File: src/rtl/inst_fetch_arbiter.sv
// Two-port instruction fetch arbiter (fetch stage and debug/loader) sharing one
// combinational-read ROM; round-robin grant, two-cycle latency, misalignment flagged.
module inst_fetch_arbiter #(
    parameter int ADDR_W = 32,
    parameter int DATA_W = 32
) (
    input  logic              clk,
    input  logic              rst,
    input  logic              if_req,
    input  logic [ADDR_W-1:0] if_addr,
    output logic              if_ack,
    output logic [DATA_W-1:0] if_inst,
    output logic              if_stall,
    input  logic              dbg_req,
    input  logic [ADDR_W-1:0] dbg_addr,
    output logic              dbg_ack,
    output logic [DATA_W-1:0] dbg_inst,
    output logic              err,
    output logic              rom_ce,
    output logic [ADDR_W-1:0] rom_addr,
    input  logic [DATA_W-1:0] rom_inst
);

    typedef enum logic {S_IDLE = 1'b0, S_ACCESS = 1'b1} state_t;

    state_t            r_state;
    state_t            w_next;
    logic              r_last;
    logic              r_win;
    logic [ADDR_W-1:0] r_addr;
    logic              r_if_ack;
    logic              r_dbg_ack;
    logic              r_err;
    logic [DATA_W-1:0] r_if_inst;
    logic [DATA_W-1:0] r_dbg_inst;

    logic              w_if_elig;
    logic              w_dbg_elig;
    logic              w_grant;
    logic              w_pick;
    logic              w_misal;

    // A port's request is stale during its own ack cycle, so it cannot re-win then.
    assign w_if_elig  = if_req  & ~r_if_ack;
    assign w_dbg_elig = dbg_req & ~r_dbg_ack;
    assign w_grant    = (r_state == S_IDLE) & (w_if_elig | w_dbg_elig);
    assign w_misal    = (r_addr[1:0] != 2'b00);

    // 0 = IF, 1 = DBG; on contention the port that did not win last time goes.
    always_comb begin
        w_pick = 1'b0;
        if (w_if_elig && w_dbg_elig) begin
            w_pick = ~r_last;
        end else if (w_dbg_elig) begin
            w_pick = 1'b1;
        end
    end

    always_ff @(posedge clk or negedge rst) begin
        if (!rst) begin
            r_state <= S_IDLE;
        end else begin
            r_state <= w_next;
        end
    end

    always_comb begin
        w_next = r_state;
        case (r_state)
            S_IDLE:   if (w_grant) w_next = S_ACCESS;
            S_ACCESS: w_next = S_IDLE;
            default:  w_next = S_IDLE;
        endcase
    end

    always_comb begin
        rom_ce   = 1'b0;
        rom_addr = '0;
        if (r_state == S_ACCESS) begin
            rom_ce   = ~w_misal;
            rom_addr = r_addr;
        end
    end

    always_ff @(posedge clk or negedge rst) begin
        if (!rst) begin
            r_last     <= 1'b1;
            r_win      <= 1'b0;
            r_addr     <= '0;
            r_if_ack   <= 1'b0;
            r_dbg_ack  <= 1'b0;
            r_err      <= 1'b0;
            r_if_inst  <= '0;
            r_dbg_inst <= '0;
        end else begin
            r_if_ack  <= 1'b0;
            r_dbg_ack <= 1'b0;
            r_err     <= 1'b0;
            if (w_grant) begin
                r_win  <= w_pick;
                r_last <= w_pick;
                r_addr <= w_pick ? dbg_addr : if_addr;
            end
            if (r_state == S_ACCESS) begin
                r_err <= w_misal;
                if (r_win) begin
                    r_dbg_ack  <= 1'b1;
                    r_dbg_inst <= w_misal ? '0 : rom_inst;
                end else begin
                    r_if_ack  <= 1'b1;
                    r_if_inst <= w_misal ? '0 : rom_inst;
                end
            end
        end
    end

    assign if_ack   = r_if_ack;
    assign dbg_ack  = r_dbg_ack;
    assign err      = r_err;
    assign if_inst  = r_if_inst;
    assign dbg_inst = r_dbg_inst;
    assign if_stall = if_req & ~r_if_ack;

endmodule
File: config.mk
export PLATFORM = sky130hd
export DESIGN_NAME = inst_fetch_arbiter
export DESIGN_NICKNAME = d
export VERILOG_FILES = /design/src/rtl/inst_fetch_arbiter.sv
export SDC_FILE = /design/constraint.sdc
export NUM_CORES = 1
export LEC_CHECK = 0
export CAP_MARGIN = 30
export CORE_MARGIN = 10
export CORE_UTILIZATION = 40
export CTS_CLUSTER_SIZE = 40
export DETAILED_ROUTE_END_ITERATION = 10
export PLACE_DENSITY = 0.83
export SLEW_MARGIN = 20
export SYNTH_ARGS = -nofsm -noshare
export SYNTH_HDL_FRONTEND = slang
export SYNTH_SLANG_ARGS = --single-unit
File: constraint.sdc
create_clock -name clk -period 1.5 [get_ports clk]
set_clock_uncertainty 0.1 [all_clocks]
set_input_delay 0.45 -clock clk [delete_from_list [all_inputs] [get_ports clk]]
set_output_delay 0.45 -clock clk [all_outputs]
set_load 0.005 [all_outputs]
**After elaboration in Yosys (flattened, before gate mapping)**

Index checks and enable logic that the tools add are counted.

- Register bits after elaboration: 102
- Logic and storage cells: 36
- Output and inout bits: 101

- Reduce and logical (&&, ||, !) cells: 4
- Multiplexer cells: 13
- Bitwise operators: 10

Operators with widths:

| operator | number |
|---|---|
| $mux 32 | 3 |
| $mux 1 | 9 |
| $not 1->1 | 6 |
| $reduce_and 2->1 | 2 |
| $and 1x1->1 | 3 |
| $pmux 1 s2 | 1 |
| $reduce_bool 2->1 | 1 |
| $logic_and 1x1->1 | 1 |
| $or 1x1->1 | 1 |

**Longest topological paths before layout**

Gate-level depths: netlist (run 1).

- Word-level depth: 6
- Mapped depth: 6
- Gate-level depth less buffers: 4

**Least setup slack after synthesis (run 1)**

No wires, ideal clock.

- Path kind: register to output
- Start: register r_addr[1]
- End: output rom_ce
- Data required time: 950 ps
- Stages on the path, launching flop included: 4
- Data arrival time: 1,009 ps
- Setup slack: -59 ps
- Path through: dfrtp_1 nor2_1 buf_2 and2_1

- Longest elaborated chain between the ends: 3

Ends and longest elaborated chain:

| element | RTL line | text |
|---|---|---|
| start, declared | 30 | `logic [ADDR_W-1:0] r_addr;` |
| start signal, assigned | 102 | `r_addr <= w_pick ? dbg_addr : if_addr;` |
| $reduce_bool 2->1 | 47 | `assign w_misal = (r_addr[1:0] != 2'b00);` |
| $not 1->1 | 80 | `rom_ce = ~w_misal;` |
| $mux 1 | 79 | `if (r_state == S_ACCESS) begin` |
| end, declared | 19 | `output logic rom_ce,` |

No other way between the ends.

**Worst setup path in the final report (run 1)**

- Start: register r_state
- End: output rom_addr[19]

- Longest elaborated chain between the ends: 1

Ends and longest elaborated chain:

| element | RTL line | text |
|---|---|---|
| start, declared | 26 | `state_t r_state;` |
| start signal, assigned | 63 | `r_state <= w_next;` |
| $mux 32 | 79 |  |
| end, declared | 20 | `output logic [ADDR_W-1:0] rom_addr,` |

No other way between the ends.

==> impl_metrics.toml, run 1 <==
[critical_path]
critical_path_depth = 5
cpMaxStageDelayCell = "dfrtp_2"
max_stage_delay_ns = 0.43
worst-setup-path-type = "flop to primary output"
cp.required_ns = 0.95
crit_arrival_ns = 1.41
path_cells = "buf_12 -> buf_6 -> buf_16 -> and2_4 -> buf_2"
cp_top_family = "buffers and inverters"
cp-startpoint = "r_state$_DFF_PN0_"
path_buf_inv = 4
path_max_fanout = 5
startpoint_type = "flop"
reg2reg_depth = 8
cp-end-kind = "primary output"
timing.rr.start = "r_state$_DFF_PN0_"

[outcome]
outcome = "finished with violations"
violations = "setup timing"

[min_path]
hold_path_class = "flop to flop"
min-delay-start = "dbg_inst[18]$_DFFE_PN0P_"
hold_path_depth = 2

[cells_and_area]
antenna_cells = 0
seqCellArea_um2 = 2550
final_common_cell = "dfrtp_1"
nNetsFinal = 890
postLayoutCellArea_um2 = 9480
syn2layout_area_growth_pct = 88.4
num-fill-cells = 730
mostFrequentLayoutCells = "dfrtp_1 (100), clkdlybuf4s50_1 (97), buf_4 (85)"
multi_input_area_um2 = 2940
post-route-util_pct = 77.9
layout-drive-gt1-share_pct = 56.4

[synthesis]
synthTopCellsByArea = "dfrtp_1 (50%), o21ai_0 (9.5%), a2bb2oi_2 (8.7%), nand2_1 (7.2%), a221oi_1 (5.6%)"
syn_inst = 490
synth_top_area_share_pct = 50.2
synth_top_area_cell = "dfrtp_1"
ys_warn_count = 0
synth_cell_type_count = 25
synth_nets = 590
ys_seq_area_share_pct = 50.8
synth.ff_latch_count = 102
synth_area_um2 = 5030
syn_avg_cell_area_um2 = 10.3

[clocking]
cts_tree = "yes"
cts_sinks = 102
cts.clk_slew.worst_paths_ns = 0.07
cts_buffer_depth = 2
clk_latency_ns = 0.34
ctsRootBufferMaster = "clkbuf_16"
cts_buffers = 9
cts_htree_levels = 3

[floorplan]
die_w_um = 132
die_y_um = 132
die_area_um2 = 17500
initial_core_util_pct = 41.4
io_pins = 201
rows = 40
core_area_um2 = 12200

[detailed_routing]
wl_um = 23200
drcViolationCount = 0
first_pass_iters = 5
viasPerCell = 5.62
vias = 5416
wire_per_inst_um = 24.1
drt_iter0_markers = 469
antenna_left = 0

[sta]
finalSetupViolCount = 138
hold_viol_final = 0
min_period_ns = 1.96
tightest_slew_ns = 0.505
whs_ns = 0.392
slew_viol_final = 0
setup_ws_ns = -0.458
rsz0062_at_grt = "yes"
period_share_pct = 131
fmax_mhz = 511
slew_headroom_pct = 66.4

[global_routing]
grt_pass1_vias = 5708
antenna_found_initial = 0
grt_pass1_wl_um = 32900
grt_max_degree = 37
grt_overflow_total = 0
grtUsageTotal_pct = 23.5

[run]
maxCapViolCount = 0

[place]
dp_hpwl_um = 12200
io_buffers = 200
pre_cts_ws_ns = -0.664
postPlaceCellArea_um2 = 7490
place_congestion = 0.875

[power_and_ir_drop]
power_density_nw_per_um2 = 2300
ir_worst_vdd_v = 0.00107
p_leak_nw = 4.45
[synthesized netlist by cell type, drive strengths merged]
master and number:
dfstp 1, a21o 3, nand2b 3, and3b 33
nor3 1, and2 33, nor2 1, nor2b 1
nand3b 1, inv 3, dfrtp 101, o21ai 96
nand2 97, clkbuf 39, buf 12, a2bb2oi 32
a221oi 32, clkinv 1
[cells by family after synthesis]
group / Yosys count / synth area share [%]
AND/OR/NAND/NOR: 170 / 18.1
flip-flops: 102 / 50.8
buffers and inverters: 55 / 6.27
AO/OA/AOI/OAI: 163 / 24.9
[final timing paths]
kind,slack [ns],to
max,-0.46,rom_addr[19]
min,0.39,dbg_inst[18]$_DFFE_PN0P_
max reg2reg,-0.34,r_addr[25]$_DFFE_PN0P_
min reg2reg,0.39,dbg_inst[18]$_DFFE_PN0P_
max in group asynchronous,0.33,dbg_inst[1]$_DFFE_PN0P_
min in group asynchronous,0.48,r_addr[8]$_DFFE_PN0P_
[power breakdown]
group	internal, mW	switching (mW)
Clock	1.34	1.04
Sequential	4.09	1.10
Combinational	7.88	6.36
Total	13.3	8.50
[tightest hold or removal path: stages (launching register included)]
cell and delay (ns):
dfrtp_1 0.35, nand2_1 0.06, o21ai_2 0.05
[metal layers]
metal | vias up | part of all wire, % | track usage, %
li1 | 2359 | - | -
met1 | 2655 | 39 | 27.2
met2 | 351 | 50 | 39.8
met3 | 51 | 8.0 | 6.97
met4 | 0 | 2.9 | 9.02
met5 | - | 0 | 0
[flip-flops by register name, summed over array words and instances, names as in the netlist]
name / count
r_addr: 32
r_win: 1
dbg_inst: 32
dbg_ack: 1
if_inst: 32
r_last: 1
if_ack: 1
r_state: 1
err: 1
[per-stage QoR]
stage / TNS (ns) / cells / power, mW
2_1_floorplan: -0.870 / 490 / 8.95
3_3_place_gp: -30.59 / 866 / 13.3
3_5_place_dp: -33.22 / 866 / 13.7
4_1_cts: -47.96 / 938 / 19.4
5_1_grt: -43.39 / 963 / 22.8
6_report: -38.93 / 963 / 21.8
[final cells by class]
class,instances,area share [%]
clock buffers,11,2.56
clock inverters,5,0.620
inverters,4,0.436
multi-input cells,334,31.0
flip-flops and latches,102,27.0
well taps,168,2.22
repair buffers,335,35.5
repair inverters,4,0.686
[what timing repair did]
item                                   4_1_cts  5_1_grt
setup endpoints to repair                  160      182
hold buffers                                 1        0
gates cloned                                20        8
endpoints found under the hold margin       17        0
buffers inserted                            35       23
pin swaps                                    9       57
gates resized for setup                    497      216
(Power assumes the default switching activity.)
==> run 2: changes to the inputs <==
==> constraint.sdc (replaced) <==
create_clock -name clk -period 1.5 [get_ports clk]
set_clock_uncertainty 0.1 [all_clocks]
set_input_delay 0.45 -clock clk [delete_from_list [all_inputs] [get_ports clk]]
set_output_delay 0.45 -clock clk [all_outputs]
set_load 0.05 [all_outputs]
==> impl_metrics.toml, run 2 (synthesis results as in run 1) <==
[outcome]
outcome = "finished with violations"
violations = "setup timing"

[sta]
tightest_slew_ns = 0.356
setup_ws_ns = -0.321
timing.setup.tns_ns = -14.30
slew_viol_final = 0
hold_viol_final = 0
fmax_mhz = 549
min_period_ns = 1.82
period_share_pct = 121
slew_headroom_pct = 76.0
whs_ns = 0.424
finalSetupViolCount = 68
rsz0062_at_grt = "yes"

[critical_path]
path_buf_inv = 2
cp-end-kind = "primary output"
max_stage_delay_ns = 0.44
cp.required_ns = 0.95
cpMaxStageDelayCell = "dfrtp_2"
startpoint_type = "flop"
crit_arrival_ns = 1.27
path_cells = "buf_6 -> and2_4 -> buf_12"
worst-setup-path-type = "flop to primary output"
regToRegSetupSlack_ns = -0.17
path_max_fanout = 13
cp_top_family = "flip-flops"

[global_routing]
grt_pass1_vias = 5033
grt_overflow_total = 0
grtUsageTotal_pct = 20.2
antenna_found_initial = 0
grt_max_degree = 66
grt_pass1_wl_um = 28500

[detailed_routing]
wire_per_inst_um = 22.7
vias = 4772
drcViolationCount = 0
first_pass_iters = 4
viasPerCell = 5.48
drt_iter0_markers = 312
antenna_left = 0
wl_um = 19800

[cells_and_area]
syn2layout_area_growth_pct = 88.4
final_common_cell = "buf_12"
num-fill-cells = 701
post-route-util_pct = 77.9
postLayoutCellArea_um2 = 9480
mostFrequentLayoutCells = "buf_12 (111), dfrtp_1 (98), o21ai_0 (96), nand2_1 (96), clkdlybuf4s50_1 (96)"
fin_cells = 871
nNetsFinal = 799
antenna_cells = 0
layout-drive-gt1-share_pct = 38.8

[place]
dp_cells = 840
dp_hpwl_um = 13500
place_congestion = 0.835
postPlaceCellArea_um2 = 8570
pre_cts_ws_ns = -0.557
io_buffers = 200

[floorplan]
rows = 40
core_area_um2 = 12200
die_y_um = 132
die_w_um = 132
io_pins = 201
die_area_um2 = 17500
initial_core_util_pct = 41.4

[clocking]
cts_htree_levels = 3
cts_sinks = 102
cts_tree = "yes"
cts_buffers = 9
ctsRootBufferMaster = "clkbuf_16"
cts_buffer_depth = 2
cts.clk_slew.worst_paths_ns = 0.07
clk_latency_ns = 0.34

[power_and_ir_drop]
p_leak_nw = 3.98
power_density_nw_per_um2 = 2730
ir_worst_vdd_v = 0.00168
power_mw = 25.8

[run]
maxCapViolCount = 0

[min_path]
hold_path_class = "input pin to asynchronous set/reset pin"
run 2: changes by cell type in the layout (fill, tap and decap cells not counted), moves of 24 or more:
cell      previous run  this run
clkbuf_2            39         0
o21ai_2             50         0
buf_2               28         0
o21ai_0             32        96
a221oi_4             1        25
buf_12              18       111
buf_6               44        11
nand2_1             41        96
buf_4               85        22
nand2_4             39         0
run 2: report_power, final:
part | internal (mW) | total (mW) | switching (mW) | leakage (nW)
combinational | 8.65 | 18.0 | 9.33 | 2.53
sequential | 4.10 | 5.50 | 1.40 | 1.30
clock | 1.33 | 2.34 | 1.02 | 0.141
run 2: timing repair:
action,4_1_cts,5_1_grt
setup buffers,2,7
endpoints found under the hold margin,11,0
resized for setup,24,40
pin swaps,18,18
endpoints found under the setup margin,68,128
hold buffers,1,0
gates cloned,2,5
run 2: final timing paths:
path,from,to,depth (start not counted)
worst max register to register,if_ack$_DFF_PN0_,r_addr[26]$_DFFE_PN0P_,6
min in group clk,r_last$_DFFE_PN1P_,r_last$_DFFE_PN1P_,1
max in group asynchronous,rst,dbg_inst[21]$_DFFE_PN0P_,3
worst max-delay path,r_state$_DFF_PN0_,rom_addr[6],3
worst min register to register,r_last$_DFFE_PN1P_,r_last$_DFFE_PN1P_,1
worst min-delay path,rst,r_addr[28]$_DFFE_PN0P_,2
run 2: final cells by class:
class | instances | area [µm²] | area share (%)
well taps | 168 | 210 | 2.22
clock inverters | 4 | 47.5 | 0.502
repair buffers | 246 | 3560 | 37.6
clock buffers | 11 | 243 | 2.56
repair inverters | 2 | 32.5 | 0.343
flip-flops and latches | 102 | 2560 | 27.0
inverters | 4 | 53.8 | 0.568
multi-input cells | 334 | 2770 | 29.2
run 2: metal layers:
layer  global-route usage, %  up-vias  routed length [µm]
met4                    5.69        0                 403
met3                    8.80       27                1900
met5                       0        -                   0
met1                    23.3     2387                7410
met2                    33.1      203               10100
li1                        -     2155                   -
==> run 3: changes to the inputs <==
--- a/config.mk
+++ b/config.mk
@@ -11,7 +11,6 @@
 export CTS_CLUSTER_SIZE = 40
 export DETAILED_ROUTE_END_ITERATION = 10
 export PLACE_DENSITY = 0.83
-export SLEW_MARGIN = 20
 export SYNTH_ARGS = -nofsm -noshare
 export SYNTH_HDL_FRONTEND = slang
 export SYNTH_SLANG_ARGS = --single-unit
==> results of run 3 <==
Final layout, timing and power as in run 2 (identical DEF).
